**src/rtl/avalon_particle_fetch_master_if.sv**
```systemverilog
// avalon_particle_fetch_master_if: Avalon-MM read channel plus the particle valid/ready stream.
interface avalon_particle_fetch_master_if #(
    parameter int ADDR_W  = 32,
    parameter int FIELD_W = 10,
    parameter int CNT_W   = 8
);
    logic [ADDR_W-1:0]  AVM_ADDRESS;
    logic               AVM_READ;
    logic [3:0]         AVM_BYTEENABLE;
    logic [31:0]        AVM_READDATA;
    logic               AVM_WAITREQUEST;
    logic               P_VALID;
    logic               P_READY;
    logic [CNT_W-1:0]   P_INDEX;
    logic [FIELD_W-1:0] P_RADIUS;
    logic [FIELD_W-1:0] P_X;
    logic [FIELD_W-1:0] P_Y;
    logic [FIELD_W-1:0] P_Z;

    modport master (
        output AVM_ADDRESS, AVM_READ, AVM_BYTEENABLE,
        input  AVM_READDATA, AVM_WAITREQUEST,
        output P_VALID, P_INDEX, P_RADIUS, P_X, P_Y, P_Z,
        input  P_READY
    );

    modport slave (
        input  AVM_ADDRESS, AVM_READ, AVM_BYTEENABLE,
        output AVM_READDATA, AVM_WAITREQUEST,
        input  P_VALID, P_INDEX, P_RADIUS, P_X, P_Y, P_Z,
        output P_READY
    );
endinterface

```
**src/rtl/avalon_particle_fetch_master.sv**
```systemverilog
// avalon_particle_fetch_master: reads 4-word particle records over Avalon-MM and streams them to the renderer.
module avalon_particle_fetch_master #(
    parameter int ADDR_W  = 32,
    parameter int FIELD_W = 10,
    parameter int CNT_W   = 8
) (
    input  logic              CLK,
    input  logic              RESET,
    input  logic              START,
    input  logic [ADDR_W-1:0] BASE_ADDR,
    input  logic [CNT_W-1:0]  COUNT,
    output logic              BUSY,
    output logic              DONE,
    avalon_particle_fetch_master_if.master bus
);
    typedef enum logic [1:0] {IDLE, READ, PRESENT, FINISH} state_t;

    state_t                  state_q, state_d;
    logic [CNT_W-1:0]        idx_q, idx_d, count_q, count_d;
    logic [1:0]              word_q, word_d;
    logic [ADDR_W-1:0]       base_q, base_d;
    logic [3:0][FIELD_W-1:0] field_q, field_d;

    always_ff @(posedge CLK) begin
        if (RESET) begin
            state_q <= IDLE;
            idx_q   <= '0;
            count_q <= '0;
            word_q  <= '0;
            base_q  <= '0;
            field_q <= '0;
        end else begin
            state_q <= state_d;
            idx_q   <= idx_d;
            count_q <= count_d;
            word_q  <= word_d;
            base_q  <= base_d;
            field_q <= field_d;
        end
    end

    always_comb begin
        state_d = state_q;
        idx_d   = idx_q;
        count_d = count_q;
        word_d  = word_q;
        base_d  = base_q;
        field_d = field_q;
        case (state_q)
            IDLE: if (START) begin
                base_d  = BASE_ADDR;
                count_d = COUNT;
                idx_d   = '0;
                word_d  = '0;
                state_d = (COUNT == '0) ? FINISH : READ;
            end
            READ: if (!bus.AVM_WAITREQUEST) begin
                field_d[word_q] = bus.AVM_READDATA[FIELD_W-1:0];
                word_d          = word_q + 2'd1;
                state_d         = (word_q == 2'd3) ? PRESENT : READ;
            end
            PRESENT: if (bus.P_READY) begin
                if (idx_q == count_q - CNT_W'(1)) state_d = FINISH;
                else begin
                    idx_d   = idx_q + CNT_W'(1);
                    word_d  = '0;
                    state_d = READ;
                end
            end
            FINISH: state_d = IDLE;
            default: state_d = IDLE;
        endcase
    end

    // Record layout is 16 bytes per particle, 4 bytes per word; the sum wraps at 2^ADDR_W.
    assign bus.AVM_READ       = (state_q == READ);
    assign bus.AVM_ADDRESS    = bus.AVM_READ ? base_q + ADDR_W'({idx_q, word_q, 2'b00}) : '0;
    assign bus.AVM_BYTEENABLE = 4'b1111;
    assign bus.P_VALID        = (state_q == PRESENT);
    assign bus.P_INDEX        = idx_q;
    assign bus.P_RADIUS       = field_q[0];
    assign bus.P_X            = field_q[1];
    assign bus.P_Y            = field_q[2];
    assign bus.P_Z            = field_q[3];
    assign BUSY               = (state_q != IDLE);
    assign DONE               = (state_q == FINISH);
endmodule

```
**src/flat_wrapper.sv**
```systemverilog
// flat-port wrapper written by rule: the top's interface ports become plain ports
module avalon_particle_fetch_master_flat 
#(
    parameter int ADDR_W  = 32,
    parameter int FIELD_W = 10,
    parameter int CNT_W   = 8
)
  (CLK, RESET, START, BASE_ADDR, COUNT, BUSY, DONE, bus_AVM_ADDRESS, bus_AVM_READ, bus_AVM_BYTEENABLE, bus_AVM_READDATA, bus_AVM_WAITREQUEST, bus_P_VALID, bus_P_INDEX, bus_P_RADIUS, bus_P_X, bus_P_Y, bus_P_Z, bus_P_READY);
  avalon_particle_fetch_master_if #(.ADDR_W(ADDR_W), .FIELD_W(FIELD_W), .CNT_W(CNT_W)) bus_i ();
  input  logic CLK;
  input  logic RESET;
  input  logic START;
  input  logic [ADDR_W-1:0] BASE_ADDR;
  input  logic [CNT_W-1:0] COUNT;
  output logic BUSY;
  output logic DONE;
  output wire logic [$bits(bus_i.AVM_ADDRESS)-1:0] bus_AVM_ADDRESS;
  output wire logic [$bits(bus_i.AVM_READ)-1:0] bus_AVM_READ;
  output wire logic [$bits(bus_i.AVM_BYTEENABLE)-1:0] bus_AVM_BYTEENABLE;
  input wire logic [$bits(bus_i.AVM_READDATA)-1:0] bus_AVM_READDATA;
  input wire logic [$bits(bus_i.AVM_WAITREQUEST)-1:0] bus_AVM_WAITREQUEST;
  output wire logic [$bits(bus_i.P_VALID)-1:0] bus_P_VALID;
  output wire logic [$bits(bus_i.P_INDEX)-1:0] bus_P_INDEX;
  output wire logic [$bits(bus_i.P_RADIUS)-1:0] bus_P_RADIUS;
  output wire logic [$bits(bus_i.P_X)-1:0] bus_P_X;
  output wire logic [$bits(bus_i.P_Y)-1:0] bus_P_Y;
  output wire logic [$bits(bus_i.P_Z)-1:0] bus_P_Z;
  input wire logic [$bits(bus_i.P_READY)-1:0] bus_P_READY;
  assign bus_AVM_ADDRESS = bus_i.AVM_ADDRESS;
  assign bus_AVM_READ = bus_i.AVM_READ;
  assign bus_AVM_BYTEENABLE = bus_i.AVM_BYTEENABLE;
  assign bus_i.AVM_READDATA = bus_AVM_READDATA;
  assign bus_i.AVM_WAITREQUEST = bus_AVM_WAITREQUEST;
  assign bus_P_VALID = bus_i.P_VALID;
  assign bus_P_INDEX = bus_i.P_INDEX;
  assign bus_P_RADIUS = bus_i.P_RADIUS;
  assign bus_P_X = bus_i.P_X;
  assign bus_P_Y = bus_i.P_Y;
  assign bus_P_Z = bus_i.P_Z;
  assign bus_i.P_READY = bus_P_READY;
  avalon_particle_fetch_master #(.ADDR_W(ADDR_W), .FIELD_W(FIELD_W), .CNT_W(CNT_W)) u_core (.CLK(CLK), .RESET(RESET), .START(START), .BASE_ADDR(BASE_ADDR), .COUNT(COUNT), .BUSY(BUSY), .DONE(DONE), .bus(bus_i));
endmodule
```
**config.mk**
```make
export PLATFORM = sky130hd
export DESIGN_NAME = avalon_particle_fetch_master_flat
export DESIGN_NICKNAME = d
export VERILOG_FILES = /design/src/rtl/avalon_particle_fetch_master_if.sv /design/src/rtl/avalon_particle_fetch_master.sv /design/src/flat_wrapper.sv
export SDC_FILE = /design/constraint.sdc
export NUM_CORES = 1
export LEC_CHECK = 0
export CAP_MARGIN = 20
export CELL_PAD_IN_SITES_DETAIL_PLACEMENT = 1
export CELL_PAD_IN_SITES_GLOBAL_PLACEMENT = 2
export CORE_ASPECT_RATIO = 1.1
export CORE_MARGIN = 5
export CORE_UTILIZATION = 27
export CTS_BUF_LIST = sky130_fd_sc_hd__clkbuf_4 sky130_fd_sc_hd__clkbuf_8 sky130_fd_sc_hd__clkbuf_16
export CTS_CLUSTER_DIAMETER = 200
export DETAILED_ROUTE_END_ITERATION = 8
export PLACE_DENSITY_LB_ADDON = 0.1
export SLEW_MARGIN = 20
export SYNTH_ARGS = -nofsm -noshare
export SYNTH_HDL_FRONTEND = slang
export SYNTH_SLANG_ARGS = --single-unit
```
**constraint.sdc**
```tcl
create_clock -name CLK -period 9.1 [get_ports CLK]
set_clock_uncertainty 0.15 [all_clocks]
set_input_delay 1.82 -clock CLK [delete_from_list [all_inputs] [get_ports CLK]]
set_output_delay 1.82 -clock CLK [all_outputs]
set_load 0.05 [all_outputs]
```
==> summary.md <==
| Metric | Value |
|---|---|
| Status | finished clean |
| Ant diodes | 0 |
| Initial Utilization | 27.4% |
| Fmax | 173 MHz |
| CTS tree | yes |
| Clk sink count | 92 |
| Unrepaired setup endpoints after global routing | false |
| Hold Crit Class | reg -> reg |
| Die Footprint | 20600 sq um |
| CTS resizes | 0 |
| Routed Antenna Nets | 0 |
| Die width | 137 um |
| Fill cell count | 2173 |
| P_int | 0.696 mW |
| Slew @ Worst Pin | 1050 ps |
| Top area cells in the synthesized netlist | dfxtp_1 (38%), nand2_1 (15%), a21oi_1 (11%) |
| Top_reg_cell synth | dfxtp_1 |
| Clock Latency Late Sink | 340 ps |
| Clock power frac | 39.9% |
| DRC | 0 |
| Post-synthesis sequential area ratio | 38.2% |
| CTS buffer count | 9 |
| Most frequent cell after synthesis | nand2_1 |
| Slowest cell on the critical path | clkdlybuf4s50_1 |
| Post-place instance area | 6340 sq um |
| Vias in the first global route | 5195 |
| Synth warn | 0 |
| Dpl cells | 990 |
| Fin. Hold Viols | 0 |
| Post-DP HPWL | 12300 um |
| Most instantiated cells after synthesis | nand2_1 (192), a21oi_1 (109), dfxtp_1 (92) |
| CP bufs+invs | 1 |
| Area of the multi-input gates | 2730 sq um |
| Layout cells sized above 1 | 3.78% |
| Setup Crit Path Kind | reg -> out |
| Max-slew violation count | 0 |
| Htree depth | 3 |
| Post-route design area | 6640 sq um |
| Post-CTS Hold Buffers | 0 |
| Setup TNS | 0 ps |
| Initial antenna violation count | 2 |
| Comb power frac | 16.0% |
| Crit-path max cell delay | 840 ps |
| CP required | 7130 ps |
| Switching Share | 28.9% |
| CP max FO | 20 |
| Overflow after GRT | 0 |
| Yosys top cell area share | 38.2% |
| WL/cell | 17.1 um |
| Pleak | 2.25 nW |
| P per Cell Area | 147 nW/um^2 |
| Initial DRC Count | 196 |
| Clk root buf | clkbuf_16 |
| Asr flop ratio synth | 0% |
| Final setup fails | 0 |
| CTS max path bufs | 2 |
| Max-cap violations | 0 |
| Setup Fix Bufs, Post-CTS | 0 |
| VDD IR max | 0.0909 mV |
| Number of synthesized register bits | 92 |
| Crit path arrival time | 3800 ps |
| Worst setup SP type | flop |
| Drt total wl | 17200 um |
| FP Rows | 51 |
| Nets | 857 |
| TritonRoute pass-1 iters | 4 |
| Chip Height | 150 um |
| Sw Pwr | 0.283 mW |
| First-pass GRT wire length | 27200 um |
| Fin crit share | 63.4% |
| Core box area | 17600 sq um |
| Crit-path cells | ha_1, o21ai_0, o21bai_1, a21oi_1, o31a_1, o21ai_0, a21oi_1, clkdlybuf4s50_1 |
| IO Port Bufs | 138 |
| CP Capture Type | output port |
| Register share of total power | 44.1% |
| Post-Syn Area | 4820 sq um |
| Minimum clock period | 5770 ps |
| Synth unique cells | 59 |
| Rel. slew slack | 30.2% |
| DR vias/cell | 4.97 |
| Crit-path leading delay family | compound AO/OA/AOI/OAI gates |
| Largest net degree at the start of global routing | 93 |
| I/O pin count | 165 |
| Gr usage total | 16.5% |
| Area Growth Syn to Fin | 37.7% |
| Post-synth EDFFs | 0 |
| Reg clk slew, reported paths | 70 ps |
| Register area | 1840 sq um |
| Non-Filler Instances | 1006 |
| Syn_area_per_cell | 7.42 sq um |
| Final Wtd Congestion | 0.795 |
| Cell count after synthesis | 650 |
| Area leader, netlist | dfxtp_1 |
| Routed vias | 5002 |
## power by group through the flow
stage	combinational [mW]	sequential [mW]	clock [mW]
2_1_floorplan	0.0875	0.445	0
3_3_place_gp	0.155	0.440	0
3_5_place_dp	0.159	0.441	0
4_1_cts	0.159	0.432	0.406
5_1_grt	0.170	0.434	0.419
6_report	0.156	0.432	0.391
## worst register-to-register path, stage by stage, from the launching register on
cell and delay [ps]:
dfxtp_1 370, or3_4 410, or4b_1 520, a22oi_1 200, and4_1 580, nand2b_2 250, mux2_1 330
## cell usage in the layout (no fill, tap or decap), drive strengths merged, types with 6 or more instances in the layout
cell type      count
nand2            192
mux2i              6
dfxtp             92
a2111o             6
ha                16
clkdlybuf4s50    137
and4               7
nand3             14
a21oi            110
nand2b             8
o21ai             27
nor2b              6
inv               16
clkbuf            10
buf                6
nor2              15
nand4              7
xnor2             10
or3               15
## routing by layer
metal  GRT usage (%)  up-vias  routed length, um
li1                -     2446                  -
met1            21.0     2429               7930
met2            27.5      104               8010
met3            4.75       19               1060
met4            4.19        4                205
met5               0        -                 25
## kinds of logic after synthesis
| kind of cell | after synthesis | synth area share, % |
|---|---|---|
| other cells | 1 | 0.0777 |
| buf+inv | 58 | 5.40 |
| fa+ha+maj | 17 | 4.57 |
| flops | 92 | 38.2 |
| mux | 7 | 1.48 |
| xor+xnor | 14 | 2.54 |
| compound gates | 170 | 20.3 |
| simple gates | 291 | 27.5 |
## path summary, 6_finish.rpt
check,startpoint,end,slack [ps],depth (start not counted)
worst max-delay path,u_core.bus.P_INDEX[0],bus_AVM_ADDRESS[17],3330,8
worst min-delay path,u_core.bus.P_RADIUS[7],u_core.bus.P_RADIUS[7],310,2
worst max register to register,u_core.count_q[2],u_core.word_q[0],6170,6
worst min register to register,u_core.bus.P_RADIUS[7],u_core.bus.P_RADIUS[7],310,2
## registers in the layout, summed over array words and instances (netlist names)
name	count
u_core.count_q	8
u_core.bus.P_Z	10
u_core.word_q	2
u_core.state_q	2
u_core.bus.P_INDEX	8
u_core.bus.P_RADIUS	10
u_core.base_q	32
u_core.bus.P_Y	10
u_core.bus.P_X	10
## metrics by stage
| step | utilization, % | power [mW] | hold WS, ps | setup WS [ps] |
|---|---|---|---|---|
| floorplan | - | 0.533 | 282 | 3580 |
| global placement | 36.0 | 0.595 | 292 | 3700 |
| detailed placement | 36.0 | 0.600 | 301 | 3690 |
| CTS | 37.7 | 0.997 | 314 | 3310 |
| global route | 37.7 | 1.02 | 327 | 3030 |
| finish | 37.7 | 0.979 | 311 | 3330 |
## final cells by class
cell class / count / area share, %
Inverter: 14 / 0.791
Sequential cell: 92 / 27.7
Clock inverter: 6 / 1.07
Clock buffer: 10 / 3.50
Tap cell: 238 / 4.48
Timing Repair Buffer: 143 / 21.3
Multi-Input combinational cell: 503 / 41.1
No activity file was read; power rests on OpenSTA's default activity.
